$ cat config.mk
export PLATFORM = sky130hd
export DESIGN_NAME = portfolio_rebalancer
export DESIGN_NICKNAME = d
export VERILOG_FILES = /design/src/rtl/rebal_pkg.sv /design/src/rtl/serial_divider.sv /design/src/rtl/portfolio_rebalancer.sv
export SDC_FILE = /design/constraint.sdc
export NUM_CORES = 1
export LEC_CHECK = 0
export ABC_AREA = 1
export CAP_MARGIN = 0
export CELL_PAD_IN_SITES_DETAIL_PLACEMENT = 2
export CELL_PAD_IN_SITES_GLOBAL_PLACEMENT = 2
export CORE_MARGIN = 3
export CORE_UTILIZATION = 35
export CTS_BUF_LIST = sky130_fd_sc_hd__clkbuf_8
export CTS_CLUSTER_DIAMETER = 30
export CTS_CLUSTER_SIZE = 16
export DETAILED_ROUTE_END_ITERATION = 8
export PLACE_DENSITY = 0.85
export SLEW_MARGIN = 15
export SYNTH_ARGS = -nofsm -noshare
export SYNTH_HDL_FRONTEND = slang
export SYNTH_HIERARCHICAL = 1
export SYNTH_SLANG_ARGS = --single-unit
$ cat constraint.sdc
create_clock -name clk -period 8 [get_ports clk]
set_clock_uncertainty 0.1 [all_clocks]
set_input_delay 2 -clock clk [delete_from_list [all_inputs] [get_ports clk]]
set_output_delay 2 -clock clk [all_outputs]
set_load 0.05 [all_outputs]
$ cat src/rtl/rebal_pkg.sv
// Shared types, FSM state encoding and 16-bit saturation for the portfolio rebalancer.
// Latency: none (types and pure functions only).
// Backpressure: not applicable.
package rebal_pkg;

    localparam int DOLLARS_W = 24;

    typedef logic signed [15:0]          price_t;
    typedef logic signed [15:0]          weight_t;
    typedef logic signed [15:0]          qty_t;
    typedef logic signed [DOLLARS_W-1:0] dollars_t;

    typedef enum logic [2:0] {
        IDLE,
        MUL,
        DIV,
        EMIT,
        FIN
    } rebal_state_t;

    localparam qty_t QTY_MAX = 16'sh7fff;
    localparam qty_t QTY_MIN = 16'sh8000;

    function automatic qty_t sat16(input logic signed [31:0] v);
        if (v > 32'(QTY_MAX)) begin
            return QTY_MAX;
        end else if (v < 32'(QTY_MIN)) begin
            return QTY_MIN;
        end
        return qty_t'(v[15:0]);
    endfunction

endpackage

$ cat src/rtl/serial_divider.sv
// Unsigned restoring divider, one quotient bit per cycle; the start cycle performs the first step.
// Latency: done pulses DIVIDEND_W cycles after the start cycle, quotient held until the next start.
// Backpressure: none; the caller must consume the quotient before restarting.
module serial_divider #(
    parameter int DIVIDEND_W = 24,
    parameter int DIVISOR_W  = 16
) (
    input  logic                  clk,
    input  logic                  rst_n,
    input  logic                  start,
    input  logic [DIVIDEND_W-1:0] dividend,
    input  logic [DIVISOR_W-1:0]  divisor,
    output logic [DIVIDEND_W-1:0] quotient,
    output logic                  done
);

    localparam int CNT_W = $clog2(DIVIDEND_W + 1);

    logic [DIVISOR_W-1:0]  rem_q, div_q, src_rem, src_div, nxt_rem;
    logic [DIVIDEND_W-1:0] quo_q, src_quo;
    logic [CNT_W-1:0]      cnt_q;
    logic [DIVISOR_W:0]    shifted, trial;

    // The partial remainder stays below the divisor, so it never needs the extra bit.
    always_comb begin
        src_rem = start ? '0 : rem_q;
        src_quo = start ? dividend : quo_q;
        src_div = start ? divisor : div_q;
        shifted = {src_rem, src_quo[DIVIDEND_W-1]};
        trial   = shifted - {1'b0, src_div};
        nxt_rem = trial[DIVISOR_W] ? shifted[DIVISOR_W-1:0] : trial[DIVISOR_W-1:0];
    end

    always_ff @(posedge clk) begin
        if (!rst_n) begin
            rem_q <= '0;
            quo_q <= '0;
            div_q <= '0;
            cnt_q <= '0;
            done  <= 1'b0;
        end else if (start || cnt_q != '0) begin
            rem_q <= nxt_rem;
            div_q <= src_div;
            quo_q <= {src_quo[DIVIDEND_W-2:0], ~trial[DIVISOR_W]};
            cnt_q <= start ? CNT_W'(DIVIDEND_W - 1) : cnt_q - CNT_W'(1);
            done  <= start ? (DIVIDEND_W == 1) : (cnt_q == CNT_W'(1));
        end else begin
            done <= 1'b0;
        end
    end

    assign quotient = quo_q;

endmodule

$ cat src/rtl/portfolio_rebalancer.sv
// Turns Q1.14 target weights, prices and capital into per-stock share orders; optional REBAL_DEADBAND_EN.
// Latency: DIV_BITS+2 cycles per stock without backpressure; done one cycle after the last handshake.
// Backpressure: order_valid/idx/qty hold in EMIT until order_ready; start is ignored while busy.
module portfolio_rebalancer
    import rebal_pkg::*;
#(
    parameter int N_STOCKS = 3,
    parameter int W_FRAC   = 14,
`ifdef REBAL_DEADBAND_EN
    parameter int DEADBAND = 2,
`endif
    parameter int DIV_BITS = DOLLARS_W
) (
    input  logic                          clk,
    input  logic                          rst_n,
    input  logic                          start,
    input  logic [N_STOCKS-1:0][15:0]     weights,
    input  logic [N_STOCKS-1:0][15:0]     prices,
    input  logic [15:0]                   capital,
    output logic                          busy,
    output logic                          order_valid,
    input  logic                          order_ready,
    output logic [$clog2(N_STOCKS)-1:0]   order_idx,
    output logic [15:0]                   order_qty,
    output logic [N_STOCKS-1:0][15:0]     holdings,
    output logic                          done,
    output logic                          err
);

    localparam int IDX_W = $clog2(N_STOCKS);
    localparam logic signed [32:0] D_MAX = (33'sd1 <<< (DIV_BITS - 1)) - 33'sd1;
    localparam logic signed [32:0] D_MIN = -(33'sd1 <<< (DIV_BITS - 1));

    rebal_state_t                state_q, state_d;
    logic [IDX_W-1:0]            idx_q;
    logic [15:0]                 cap_q;
    logic [N_STOCKS-1:0][15:0]   w_q, p_q;
    qty_t                        target_q;
    logic                        neg_q;

    weight_t                     w_cur;
    price_t                      price_cur;
    qty_t                        hold_cur, qty;
    logic signed [32:0]          prod, prod_sh;
    logic signed [DIV_BITS-1:0]  dollars;
    logic [DIV_BITS-1:0]         dollars_mag, div_quo;
    logic signed [31:0]          quo_signed;
    logic                        div_start, div_done;
    logic                        fire, skip, last;

    always_comb begin
        w_cur     = w_q[idx_q];
        price_cur = p_q[idx_q];
        hold_cur  = holdings[idx_q];
        prod      = 33'($signed({1'b0, cap_q})) * 33'(w_cur);
        prod_sh   = prod >>> W_FRAC;
        if (prod_sh > D_MAX) begin
            dollars = D_MAX[DIV_BITS-1:0];
        end else if (prod_sh < D_MIN) begin
            dollars = D_MIN[DIV_BITS-1:0];
        end else begin
            dollars = prod_sh[DIV_BITS-1:0];
        end
        dollars_mag = dollars[DIV_BITS-1] ? -dollars : dollars;
        quo_signed  = neg_q ? -32'(div_quo) : 32'(div_quo);
        qty         = sat16(32'(target_q) - 32'(hold_cur));
        last        = (idx_q == IDX_W'(N_STOCKS - 1));
    end

    serial_divider #(
        .DIVIDEND_W (DIV_BITS),
        .DIVISOR_W  (16)
    ) u_div (
        .clk      (clk),
        .rst_n    (rst_n),
        .start    (div_start),
        .dividend (dollars_mag),
        .divisor  (p_q[idx_q]),
        .quotient (div_quo),
        .done     (div_done)
    );

    always_comb begin
        state_d     = state_q;
        div_start   = 1'b0;
        order_valid = 1'b0;
        skip        = 1'b0;
        case (state_q)
            IDLE: if (start) state_d = MUL;
            MUL: begin
                if (price_cur <= 16'sd0) begin
                    state_d = EMIT;
                end else begin
                    div_start = 1'b1;
                    state_d   = DIV;
                end
            end
            DIV: if (div_done) state_d = EMIT;
            EMIT: begin
`ifdef REBAL_DEADBAND_EN
                skip = ((qty < 0) ? -32'(qty) : 32'(qty)) < DEADBAND;
`endif
                order_valid = !skip;
                if (skip || order_ready) state_d = last ? FIN : MUL;
            end
            FIN:     state_d = IDLE;
            default: state_d = IDLE;
        endcase
    end

    assign fire      = order_valid && order_ready;
    assign busy      = (state_q == MUL) || (state_q == DIV) || (state_q == EMIT);
    assign done      = (state_q == FIN);
    assign order_idx = idx_q;
    assign order_qty = (state_q == EMIT) ? qty : '0;

    always_ff @(posedge clk) begin
        if (!rst_n) begin
            state_q  <= IDLE;
            idx_q    <= '0;
            cap_q    <= '0;
            w_q      <= '0;
            p_q      <= '0;
            target_q <= '0;
            neg_q    <= 1'b0;
            holdings <= '0;
            err      <= 1'b0;
        end else begin
            state_q <= state_d;
            case (state_q)
                IDLE: begin
                    if (start) begin
                        cap_q <= capital;
                        w_q   <= weights;
                        p_q   <= prices;
                        idx_q <= '0;
                    end
                end
                MUL: begin
                    neg_q <= dollars[DIV_BITS-1];
                    // A non-positive price cannot be divided; liquidate the position instead.
                    if (price_cur <= 16'sd0) begin
                        err      <= 1'b1;
                        target_q <= '0;
                    end
                end
                DIV: if (div_done) target_q <= sat16(quo_signed);
                EMIT: begin
                    if (fire) holdings[idx_q] <= target_q;
                    if ((fire || skip) && !last) idx_q <= idx_q + IDX_W'(1);
                end
                default: ;
            endcase
        end
    end

endmodule

==> flow_metrics.tcl, run 1 <==
set metrics [dict create \
    fin_area_um2 27500 \
    grt_start_max_net_pins 102 \
    ir_worst_vdd_uv 240 \
    root_buffer "clkbuf_8" \
    placed_area_um2 25300 \
    switching_share_pct 57.3 \
    drv_slew 0 \
    yosysWarnings 6 \
    crit_top_cell "fa_1" \
    coreArea_um2 63300 \
    power.leakage_nw 13.2 \
    critical_path.max_stage_delay_ns 0.93 \
    grt_usage_pct 33.5 \
    grt_pass1_vias 27200 \
    dieArea_um2 67200 \
    combPwrFrac_pct 71.6 \
    reg2reg_depth 30 \
    required_ns 8.41 \
    failed_checks "negative setup slack" \
    reg2reg_from "order_idx[0]" \
    final_cell_mix "561 x inv_1, 513 x nand2_1, 434 x nor2_1" \
    start_kind "flop" \
    worst-path-max-fanout 16 \
    ys_types 61 \
    vias_per_cell 5.67 \
    cts_hold_buffers 0 \
    start_util_pct 35.5 \
    relSlewSlack_pct 32.6 \
    async_flop_share_pct 0 \
    place_inst 4132 \
    clk_latency_ns 0.70 \
    register_area_um2 4910 \
    synth_seq_cells 245 \
    finalHoldViolCount 0 \
    critPathSlowestCell "fa_1" \
    power.density_nw_per_um2 499 \
    clock_sinks 245 \
    rr_endpoint "u_div/quotient[5]" \
    r2r_setup_slack_ns -0.23 \
    via_count 24300 \
    ant_nets 0 \
    synth_edf_count 0 \
    area_growth_pct 22.5 \
    overflow 0 \
    fin_crit_sh_pct 103 \
    fmax_mhz 121 \
    clockPowerShare_pct 15.5 \
    worst_slack_ns -0.233 \
    drive_above_1_share_pct 11.6 \
    gp_congestion 0.947 \
    status "complete, but fails checks" \
    criticalPathCategory "flop to flop" \
    drt_iter0_markers 1826 \
    routedWlPerCell_um 28.7 \
    fillers 7301 \
    cap_viol_max_count 0 \
    setup_viol_count_final 18 \
    cts_made_buffers 71 \
    cts_tree "built" \
    layout.nets 3850 \
    numPortBuffers 185 \
    multiInputGateArea_um2 15100 \
    ioPinCount 186 \
    syn_avg_cell_area_um2 7.11 \
    fin_crit_ns 8.23 \
    grt_pass1_wl_um 172000 \
    p_switching_mw 7.87 \
    syn_inst 3157 \
    cts_buffer_depth 3 \
    synth_top_flop_cell "dfxtp_1" \
    worst_slew_pin_slew_ns 1.01 \
    syn_area_um2 22500 \
    clk_pin_slew_ns 0.06 \
    setup_tns_ns -2.00 \
    grt_antenna_before_repair 11 \
    hold_class "flop to flop" \
    cp.arrival_ns 8.64 \
    p_seq_share_pct 12.9 \
    drc 0 \
    rows 92 \
    drt_wl_total_um 123000 \
    final_cells 4290 \
    die_x_um 259 \
    die_h_um 259 \
    cts_max_level 3 \
    p_int_mw 5.87 \
    final_common_cell "inv_1" \
    whs_ns 0.366 \
    synth-seq-area-share_pct 21.8 \
    cp-endpoint "u_div/quotient[5]" \
    drt-pass1-iter-count 7 \
    hpwl_um 77300 \
    cp-startpoint "order_idx[0]" \
    worst_setup_path_end_kind "flop" \
]
[critical path, delay by kind of cell (launching register included)]
| family | cells | cell delay [ns] |
|---|---|---|
| buffers and inverters | 7 | 0.91 |
| DFF | 1 | 0.40 |
| adders and majority gates | 7 | 3.82 |
| xor gates and xnor gates | 2 | 0.40 |
| AOI/OAI and AO/OA | 10 | 1.83 |
| and+or+nand+nor | 4 | 0.62 |
[power by group through the flow]
stage	clock (mW)	sequential, mW	combinational (mW)
2_1_floorplan	0	1.66	5.92
3_3_place_gp	0	1.74	8.06
3_5_place_dp	0	1.76	8.55
4_1_cts	2.13	1.76	9.01
5_1_grt	2.20	1.79	10.7
6_report	2.13	1.78	9.83
[cells in the mapped netlist (7+ instances only)]
library cell,number,area share (%)
ha_1,159,8.9
nand2_2,20,0.56
buf_2,14,0.31
a21oi_1,182,4.1
buf_6,7,0.35
inv_2,13,0.22
xnor2_1,23,0.90
nor4_1,7,0.20
buf_1,15,0.25
nand3_2,20,0.89
mux2i_1,17,0.76
a31oi_1,18,0.50
nor2_2,9,0.25
xor2_1,31,1.2
nand4_1,13,0.36
nand3b_1,15,0.50
fa_1,195,17
nor2_1,451,7.5
nor3_1,15,0.33
o21ai_1,15,0.33
a2bb2oi_1,15,0.59
inv_1,554,9.3
nand3_1,110,2.5
nand2_1,522,8.7
clkbuf_1,86,1.4
dfxtp_1,245,22
o22ai_1,19,0.53
clkinv_1,12,0.20
o21ai_0,283,6.3
[flip-flops by register name, indices dropped and copies added, names as in the netlist]
register,flops
cap_q,16
target_q,16
err,1
u_div/rem_q,16
u_div/div_q,16
state_q,3
u_div/quotient,24
holdings,48
u_div/cnt_q,5
w_q,48
neg_q,1
order_idx,2
p_q,48
u_div/done,1
[layout make-up]
| class | count | share of cell area, % |
|---|---|---|
| clock buffers | 81 | 4.05 |
| well taps | 846 | 3.85 |
| diodes | 8 | 0.0728 |
| flip-flops and latches | 245 | 17.9 |
| inverters | 580 | 7.97 |
| multi-input cells | 2207 | 55.0 |
| clock inverters | 48 | 2.00 |
| repair buffers | 275 | 9.16 |
[cells by family (layout without fill, tap and decap cells)]
kind of cell | Yosys count | count (layout) | synth area share (%)
AOI/OAI and AO/OA | 571 | 571 | 13.8
xor gates and xnor gates | 55 | 55 | 2.23
adders and majority gates | 354 | 354 | 26.2
buffers and inverters | 709 | 984 | 12.3
DFF | 245 | 245 | 21.8
muxes | 17 | 17 | 0.758
other | 1 | 13 | 0.0167
and+or+nand+nor | 1205 | 1205 | 22.7
[through the flow]
step                utilization, %  total power, mW  setup slack (ns)
global placement              39.9             9.79            0.0919
detailed placement            39.9             10.3            -0.140
finish                        43.5             13.7            -0.233
CTS                           42.7             12.9           -0.0228
global route                  43.5             14.7            -0.384
floorplan                        -             7.58             0.223
[worst min path at each step]
stage,startpoint,end,slack [ns],depth (start not counted)
global route,p_q[14],p_q[14],0.38,2
floorplan,p_q[32],p_q[32],0.32,2
CTS,p_q[43],p_q[43],0.37,2
detailed placement,p_q[42],p_q[42],0.36,2
finish,p_q[43],p_q[43],0.37,2
global placement,w_q[44],w_q[44],0.34,2
[layer usage]
layer,vias up,track usage (%),part of all wire (%),wire (um)
li1,10400,-,-,-
met1,12200,39.7,38,46800
met2,1232,57.4,47,57600
met3,536,6.96,8.4,10400
met4,6,16.7,6.9,8500
met5,-,0,0.034,42
[what timing repair did]
action	in CTS	in global routing
cloned	0	1
setup endpoints to repair	18	19
resized for setup	21	106
setup buffers	6	14
pin swaps	1	9
Note: power is estimated with default switching activity, not from simulation.
==> run 2, diff against run 1 <==
CTS_CLUSTER_DIAMETER = unset   (was 30)
==> run 2 against run 1 <==
  * The flow now finishes without violations
  * Hold slack worse by 0.0039 ns
  * Setup slack better by 0.35 ns
  * Register-to-register slack better by 0.35 ns
  * Design area is 3.1% lower
  * Fmax is 4.4% higher
  * Largest cell class unchanged
==> flow_metrics.tcl, run 2 (same netlist as run 1, synthesis figures left out) <==
set metrics [dict create \
    layout.nets 3812 \
    finalHoldViolCount 0 \
    relSlewSlack_pct 26.7 \
    combPwrFrac_pct 75.1 \
    worst-path-max-fanout 16 \
    ir_worst_vdd_uv 237 \
    root_buffer "clkbuf_8" \
    drt_iter0_markers 1303 \
    register_area_um2 4910 \
    area_growth_pct 18.7 \
    critPathSlowestCell "fa_1" \
    fillers 7314 \
    final_cell_mix "562 x inv_1, 514 x nand2_1, 438 x nor2_1" \
    grt_start_max_net_pins 102 \
    cts_made_buffers 44 \
    gp_congestion 0.947 \
    reg2reg_from "order_idx[0]" \
    crit_family "adder cells" \
    p_int_mw 5.23 \
    setup_viol_count_final 0 \
    start_util_pct 35.5 \
    p_switching_mw 7.09 \
    die_h_um 259 \
    vias_per_cell 5.33 \
    clk_pin_slew_ns 0.07 \
    worst_setup_path_end_kind "flop" \
    overflow 0 \
    die_x_um 259 \
    worst_slack_ns 0.117 \
    fmax_mhz 127 \
    cts_buffer_depth 3 \
    worst_slew_pin_slew_ns 1.09 \
    required_ns 8.35 \
    drt-pass1-iter-count 5 \
    grt_pass1_vias 25500 \
    numPortBuffers 185 \
    place_ws_ns -0.140 \
    hold_class "flop to flop" \
    p_seq_share_pct 14.3 \
    cts_hold_buffers 0 \
    hpwl_um 77300 \
    hold_path_startpoint "p_q[43]" \
    routedWlPerCell_um 24.1 \
    min_to "p_q[43]" \
    power.total_mw 12.3 \
    drc 0 \
    critical_path.max_stage_delay_ns 0.56 \
    cap_viol_max_count 0 \
    rr_endpoint "u_div/quotient[18]" \
    clk_latency_ns 0.61 \
    clockPowerShare_pct 10.7 \
    rows 92 \
    cp.arrival_ns 8.23 \
    via_count 22500 \
    path_buf_inv 10 \
    ant_nets 0 \
    criticalPathCategory "flop to flop" \
    power.leakage_nw 12.8 \
    reg2reg_depth 36 \
    dieArea_um2 67200 \
    ioPinCount 186 \
    worstHoldPathCells 2 \
    reg_top3 "holdings (48), p_q (48), w_q (48)" \
    switching_share_pct 57.5 \
    multiInputGateArea_um2 15100 \
    start_kind "flop" \
    cts_max_level 2 \
    power.density_nw_per_um2 462 \
    coreArea_um2 63300 \
    critical_path_depth 36 \
    drive_above_1_share_pct 9.54 \
    cts_tree "built" \
    grt_antenna_before_repair 4 \
    status "finished, final reports clean" \
    final_common_cell "inv_1" \
    grt_pass1_wl_um 152000 \
    drt_wl_total_um 102000 \
    grt_usage_pct 29.3 \
    drv_slew 0 \
    fin_crit_ns 7.88 \
    clock_sinks 245 \
    r2r_setup_slack_ns 0.12 \
    fin_crit_sh_pct 98.5 \
]
run 2: cell count changes in the layout (fill, tap and decap cells not counted), sizes merged:
cell / previous run / this run
clkinvlp: 5 / 1
clkbuf: 81 / 59
bufinv: 9 / 2
buf: 106 / 95
clkinv: 25 / 15
inv: 589 / 583
diode: 8 / 3
run 2: worst reg2reg max path, delay by kind of cell (launching register included):
kind / cells / cell delay [ns]
adder cells (fa/ha/maj): 7 / 3.57
AO/OA/AOI/OAI: 7 / 1.35
flip-flops: 1 / 0.40
AND/OR/NAND/NOR: 12 / 1.38
buffers and inverters: 10 / 0.92
run 2: final cells by class:
cell class / instances / area share (%)
Multi-Input combinational cell: 2207 / 56.6
Clock inverter: 21 / 0.554
Antenna cell: 3 / 0.0282
Clock buffer: 59 / 3.05
Timing Repair Buffer: 264 / 9.15
Inverter: 580 / 8.23
Sequential cell: 245 / 18.4
Tap cell: 846 / 3.97
run 2: power groups by stage:
stage / clock network [mW] / registers (mW) / logic [mW]
after floorplan: 0 / 1.66 / 5.92
after global placement: 0 / 1.74 / 8.06
after detailed placement: 0 / 1.76 / 8.55
after CTS: 1.34 / 1.74 / 8.75
after global routing: 1.39 / 1.78 / 10.2
final: 1.31 / 1.76 / 9.24
run 2: repair_timing:
action | CTS | global route
buffers inserted | 4 | 6
resized for setup | 11 | 89
setup endpoints to repair | 15 | 19
pin swaps | 1 | 6
run 2: metrics by stage:
stage / hold slack, ns / util [%] / setup TNS, ns / cell area (um2) / std cells
after floorplan: 0.325 / - / 0 / 22500 / 3161
after global placement: 0.337 / 39.9 / 0 / 25300 / 4132
after detailed placement: 0.357 / 39.9 / -1.25 / 25300 / 4132
after CTS: 0.362 / 41.5 / -0.000889 / 26300 / 4216
after global routing: 0.394 / 42.1 / -3.03 / 26700 / 4225
final: 0.362 / 42.1 / 0 / 26700 / 4225
run 2: worst max-delay path by stage:
| stage | start | to | slack [ns] |
|---|---|---|---|
| floorplan | order_idx[0] | u_div/quotient[17] | 0.22 |
| global placement | order_idx[0] | u_div/quotient[18] | 0.09 |
| detailed placement | order_idx[0] | u_div/quotient[9] | -0.14 |
| CTS | order_idx[0] | u_div/quotient[17] | -0.0009 |
| global route | order_idx[0] | u_div/quotient[18] | -0.28 |
| finish | order_idx[0] | u_div/quotient[18] | 0.12 |
run 2: metal layers:
| metal | global-route usage (%) | part of all wire (%) | up-vias |
|---|---|---|---|
| met5 | 0 | 0.011 | - |
| met3 | 5.78 | 5.6 | 211 |
| met4 | 11.3 | 3.7 | 2 |
| met1 | 36.3 | 43 | 11500 |
| li1 | - | - | 10200 |
| met2 | 50.1 | 48 | 616 |
